[src/rtl/decoder_3_8_stream.sv]
// Streaming 3-to-8 decoder: 3-bit codes buffered in a FIFO, emitted as one-hot words.
// Latency: code pushed at edge N into an empty FIFO is on dout after edge N+1.
// Backpressure: in_ready = FIFO not full; output word holds while out_ready=0.

module decoder_3_8_stream_fifo #(
    parameter int W     = 3,
    parameter int DEPTH = 4
) (
    input  logic                       clk,
    input  logic                       rst_n,
    input  logic                       i_push_vld,
    input  logic [W-1:0]               i_push_dat,
    input  logic                       i_pop,
    output logic [W-1:0]               o_head_dat,
    output logic                       o_full,
    output logic                       o_empty,
    output logic [$clog2(DEPTH):0]     o_level
);
    localparam int AW = $clog2(DEPTH);
    localparam logic [AW:0]   LVL_ONE  = (AW+1)'(1);
    localparam logic [AW:0]   LVL_FULL = (AW+1)'(DEPTH);
    localparam logic [AW-1:0] PTR_ONE  = AW'(1);

    logic [W-1:0]  r_mem [DEPTH];
    logic [AW-1:0] r_wr_ptr;
    logic [AW-1:0] r_rd_ptr;
    logic [AW:0]   r_level;
    logic          w_push;
    logic          w_pop;

    // A full FIFO refuses pushes even when a pop frees an entry on the same edge.
    assign w_push     = i_push_vld && !o_full;
    assign w_pop      = i_pop && !o_empty;
    assign o_full     = (r_level == LVL_FULL);
    assign o_empty    = (r_level == '0);
    assign o_level    = r_level;
    assign o_head_dat = r_mem[r_rd_ptr];

    // Storage array; contents are don't-care while unoccupied, so no reset.
    always_ff @(posedge clk) begin
        if (w_push) begin
            r_mem[r_wr_ptr] <= i_push_dat;
        end
    end

    // Pointers wrap naturally at the power-of-two depth; level tracks occupancy.
    always_ff @(posedge clk or negedge rst_n) begin
        if (!rst_n) begin
            r_wr_ptr <= '0;
            r_rd_ptr <= '0;
            r_level  <= '0;
        end else begin
            if (w_push) r_wr_ptr <= r_wr_ptr + PTR_ONE;
            if (w_pop)  r_rd_ptr <= r_rd_ptr + PTR_ONE;
            case ({w_push, w_pop})
                2'b10:   r_level <= r_level + LVL_ONE;
                2'b01:   r_level <= r_level - LVL_ONE;
                default: r_level <= r_level;
            endcase
        end
    end
endmodule

// Top level: FIFO of codes feeding a registered one-hot output stage with a counter.
// Latency: one edge from FIFO head to dout; one word per cycle with out_ready high.
// Backpressure: output stage holds its word while out_ready=0; en=0 blocks new loads only.
module decoder_3_8_stream #(
    parameter int DEPTH = 4,
    parameter int CNT_W = 16
) (
    input  logic                       clk,
    input  logic                       rst_n,
    input  logic                       en,
    input  logic                       in_valid,
    output logic                       in_ready,
    input  logic [2:0]                 din,
    output logic                       out_valid,
    input  logic                       out_ready,
    output logic [7:0]                 dout,
    output logic [$clog2(DEPTH):0]     level,
    output logic [CNT_W-1:0]           count
);
    localparam logic [CNT_W-1:0] CNT_MAX = '1;
    localparam logic [CNT_W-1:0] CNT_ONE = CNT_W'(1);

    logic [2:0]       w_head_dat;
    logic             w_full;
    logic             w_empty;
    logic             w_load;
    logic             w_deliver;
    logic             r_out_valid;
    logic [7:0]       r_dout;
    logic [CNT_W-1:0] r_count;

    // Load when enabled, a code is waiting, and the output slot is empty or draining.
    assign w_load    = en && !w_empty && (!r_out_valid || out_ready);
    assign w_deliver = r_out_valid && out_ready;

    assign in_ready  = !w_full;
    assign out_valid = r_out_valid;
    assign dout      = r_dout;
    assign count     = r_count;

    decoder_3_8_stream_fifo #(
        .W     (3),
        .DEPTH (DEPTH)
    ) u_fifo (
        .clk        (clk),
        .rst_n      (rst_n),
        .i_push_vld (in_valid),
        .i_push_dat (din),
        .i_pop      (w_load),
        .o_head_dat (w_head_dat),
        .o_full     (w_full),
        .o_empty    (w_empty),
        .o_level    (level)
    );

    // Output register: load a fresh one-hot word, clear on drain, otherwise hold.
    always_ff @(posedge clk or negedge rst_n) begin
        if (!rst_n) begin
            r_out_valid <= 1'b0;
            r_dout      <= 8'h00;
        end else if (w_load) begin
            r_out_valid <= 1'b1;
            r_dout      <= 8'h01 << w_head_dat;
        end else if (w_deliver) begin
            r_out_valid <= 1'b0;
            r_dout      <= 8'h00;
        end
    end

    // Delivered-word counter, saturating at all-ones.
    always_ff @(posedge clk or negedge rst_n) begin
        if (!rst_n) begin
            r_count <= '0;
        end else if (w_deliver && (r_count != CNT_MAX)) begin
            r_count <= r_count + CNT_ONE;
        end
    end
endmodule

[config.mk]
export PLATFORM = sky130hd
export DESIGN_NAME = decoder_3_8_stream
export DESIGN_NICKNAME = d
export VERILOG_FILES = /design/src/rtl/decoder_3_8_stream.sv
export SDC_FILE = /design/constraint.sdc
export NUM_CORES = 1
export LEC_CHECK = 0
export CORE_ASPECT_RATIO = 0.5
export CORE_MARGIN = 8
export CORE_UTILIZATION = 55
export DETAILED_ROUTE_END_ITERATION = 16
export PLACE_DENSITY_LB_ADDON = 0.1
export RECOVER_POWER = 25
export SYNTH_ARGS = -nofsm -noshare
export SYNTH_HDL_FRONTEND = slang
export SYNTH_SLANG_ARGS = --single-unit
[constraint.sdc]
create_clock -name clk -period 5 [get_ports clk]
set_input_delay 0.75 -clock clk [delete_from_list [all_inputs] [get_ports clk]]
set_output_delay 0.75 -clock clk [all_outputs]
set_load 0.02 [all_outputs]
==> summary.md <==
The flow ran to the end, but the final reports show violations. The checks that failed: max-capacitance violations, max-slew violations. Counting flops with an async set or reset pin after synthesis yields a share of 72.7%.

In this run the core area contains 15 standard-cell rows. The share of synthesized area spent on multiplexers is 5.04%. Of the total synthesized cell area, the portion taken by XOR and XNOR cells is 7.94%. The tools report the capture instance of the worst register-to-register path as u_fifo.o_level[2].

The core region is 0.00345 sq mm. The element type at the critical path end was a flip-flop. In this run the number of cells on the critical path is 9. For this configuration, the core starts out at a cell density of 57.5%.

For the die area, the log shows 0.00590 sq mm. The area added between synthesis and finish is 27.0%, and the mean cell area of the mapped netlist is 13.1 sq um. The power density normalized to cell area is 532 mW/mm^2, and the number of synthesized flops with an enable pin is 12. Entering global routing, the biggest net connects 33 pins. Period utilization: 52.9%. In this run the remaining antenna-violating nets after routing total 0. After the first detailed-routing iteration, the DRC count stood at 54.

The run gives 0 ns as the sum of negative setup slack. From bottom edge to top edge, the die measures 58.5 microns. STA puts the critical path data arrival time at 2.86 ns. The tightest min-delay check is of the reg -> reg type. The worst stage delay on the critical path was 0.53 ns. For the worst-skew pair, the clock arrives at the later sink with an insertion delay of 0.29 ns.

Hold violation count in the final report: 0. Summed over all instances, the cell type with the most area after synthesis is dfrtp_1. In the final routed layout, each cell accounts on average for 14.4 microns.

HPWL reported at the end of detailed placement: 2770 microns. In the synthesized netlist the dominant register cell turns out to be dfrtp_1. Setup repair after global routing left no endpoint under its margin. The share of cells above drive strength 1 is 8.67%.

The number of cells on the worst reg-to-reg path is 10. Final period demand of the worst path: 2.65 ns. Counting every instance in the synthesized netlist gives 152. TritonCTS built the clock tree. For the final database, setup skew stands at 0.00731 ns. The tools report the proportion of synthesized chip area in sequential cells as 58.5%. Along the worst path, the maximum fanout reaches 7. Gates resized during post-CTS repair numbered 0. The clock tree root driver cell is clkbuf_8. The logs give 1285 for the number of global-route vias before repair and 0 for the final routed DRC violation total.

On the critical path, the stage with the largest delay is an instance of clkdlybuf4s50_1. The number of max-capacitance violations reported was 1. The number of antenna diodes in the final layout is 0. The tools report the number of max-slew violations in the final report as 33.

The tools report the maximum ir drop on the vdd rail as 300 uV. The detailed router placed 1305 vias in this run. The critical path goes through clkdlybuf4s50_1 > inv_1 > a21oi_1 > ha_1 > inv_1 > fa_1 > xor2_1 > nor2_1 > xor2_1. The startpoint identified for the worst register-to-register timing path is u_fifo.o_level[0]. The horizontal die dimension was 101 microns; the number of top-level pins was 37. Clock-pin slew was measured on the worst setup and hold paths at 0.08 ns.

After detailed routing, the total wire length is 3570 microns. For the highest achievable clock rate, the log shows 378 MHz. After synthesis the cells add up to 0.00198 sq mm. Yosys printed 0 warnings. The area fraction in compound gates after synthesis was 7.69%; the number of distinct library cells after synthesis was 34. Setup violations remaining at the end of the flow were counted as 0. Number of H-tree levels: 2. The worst setup path is launched from an input port.

The largest family of logic cells by synthesized area was simple AND/OR/NAND/NOR gates. The tools report the startpoint of the lowest-slack hold path as dout[2]. The area share of the largest cell type after synthesis works out to 40.4%.

The flop-to-flop setup slack was 2.88 ns; the slew of the pin with the lowest slew margin was 1.70 ns. Synthesis produced a netlist with a net count of 167. The buffering stage count on the worst path with inverters included is 3, and the total placed cells including tap cells is 239. In this design, the largest share of critical-path delay is due to buffers and inverters.

Cells fill 73.0% of the core in the end. The logs give 0 for the total congestion overflow after global routing and 0.733 for the final weighted congestion in routability-driven placement. The net count of the finished layout is 210. The number of setup buffers added after CTS is 0. The first-pass GRT wire length is 6060 microns, and the total of hold buffers inserted after clock tree synthesis is 0. The logs give 4 for the number of optimization iterations in the first detailed-route pass and 44 for the total number of clock tree sinks. In this run the static leakage power is 1.07 nW.

At the worst endpoint, the required time is 5.22 ns. The global-route usage over all layers is 13.1%. In this run the tightest slew margin relative to its limit is -13.6%. The synthesis-stage register bit count is 44, and the fill cell total of the finished layout is 265.

After detailed routing, the number of vias per cell comes to 5.28. The synthesized netlist devotes 13.7% of its cell area to simple gates. The critical path class is in -> reg.

The clock passes through at most 2 buffers. Worst hold path depth: 1. The logs give 0 for the number of antenna violations at the first check in global routing and 247 for the post-route non-filler standard cell count. The number of buffers inserted during clock tree synthesis came out at 5. After synthesis, the cell types taking the most area are dfrtp_1 (40%), edfxtp_1 (18%), xor2_1 (5.3%).

The overall power of the completed layout is 1.34 mW, and the number of buffer cells added on primary ports is 36. Adder-cell area share of the yosys netlist: 4.79%. For hold timing, the worst endpoint is dout[2].
kinds of logic after synthesis:
logic type                 after synthesis
and+or+nand+nor                         48
DFF                                     44
xor gates and xnor gates                18
AOI/OAI and AO/OA                       17
buffers and inverters                   12
adders and majority gates                7
muxes                                    6
registers in the layout, summed over array words and instances, names as in the netlist:
signal           flops
u_fifo.r_wr_ptr      2
dout                 8
u_fifo.r_mem        12
count               16
out_valid            1
u_fifo.r_rd_ptr      2
u_fifo.o_level       3
routing by layer:
layer	share of wire, %	wire length [microns]	track usage [%]	vias to the layer above
li1	-	-	-	638
met1	45	1610	15.4	638
met2	48	1720	22.5	25
met3	5.8	206	4.70	4
met4	0.84	30	3.14	0
met5	0	0	0	-
cells in the final DEF, fill, tap and decap left out, types with 4 or more instances in the layout:
cell type,count
dfrtp_1,32
clkdlybuf4s50_1,32
xor2_1,12
edfxtp_1,12
inv_1,11
nand2_1,10
nand3_1,7
nor2_1,6
xnor2_1,6
ha_1,6
nand4_1,5
nor3_1,5
clkbuf_8,5
and3_1,4
a32o_1,4
dlygate4sd3_1,4
cell usage after synthesis (5+ instances only):
master / number
xnor2_1: 6
xor2_1: 12
nor3_1: 5
inv_1: 11
nor2_1: 6
nand3_1: 7
dfrtp_1: 32
edfxtp_1: 12
ha_1: 6
nand4_1: 5
nand2_1: 10
stage by stage:
step | setup WS (ns) | hold WS, ns | area, sq um
floorplan | 2.72 | 0.454 | 1980
global placement | 2.07 | 0.477 | 2410
detailed placement | 2.04 | 0.490 | 2410
CTS | 2.35 | 0.509 | 2520
global route | 2.20 | 0.527 | 2520
finish | 2.35 | 0.502 | 2520
report_power, final:
group / total, mW / internal, mW / switching, mW
logic: 0.504 / 0.245 / 0.259
clock network: 0.263 / 0.148 / 0.115
registers: 0.573 / 0.472 / 0.101
total: 1.34 / 0.865 / 0.475
layout make-up:
cell class              count  area, sq um  area share [%]
clock buffers               5         68.8            2.73
clock inverters             3         42.5            1.69
inverters                  11         41.3            1.64
multi-input cells          96          778            30.9
flip-flops and latches     44         1160            46.1
well taps                  51         63.8            2.53
repair buffers             37          364            14.4
worst max path at each step:
stage | start | end | slack [ns]
floorplan | en | u_fifo.o_level[2] | 2.72
global placement | out_ready | u_fifo.o_level[2] | 2.07
detailed placement | out_ready | u_fifo.o_level[2] | 2.04
CTS | out_ready | u_fifo.o_level[2] | 2.35
global route | rst_n | u_fifo.r_wr_ptr[0] | 2.20
finish | out_ready | u_fifo.o_level[2] | 2.35
Power figures use the tool's default switching activity.
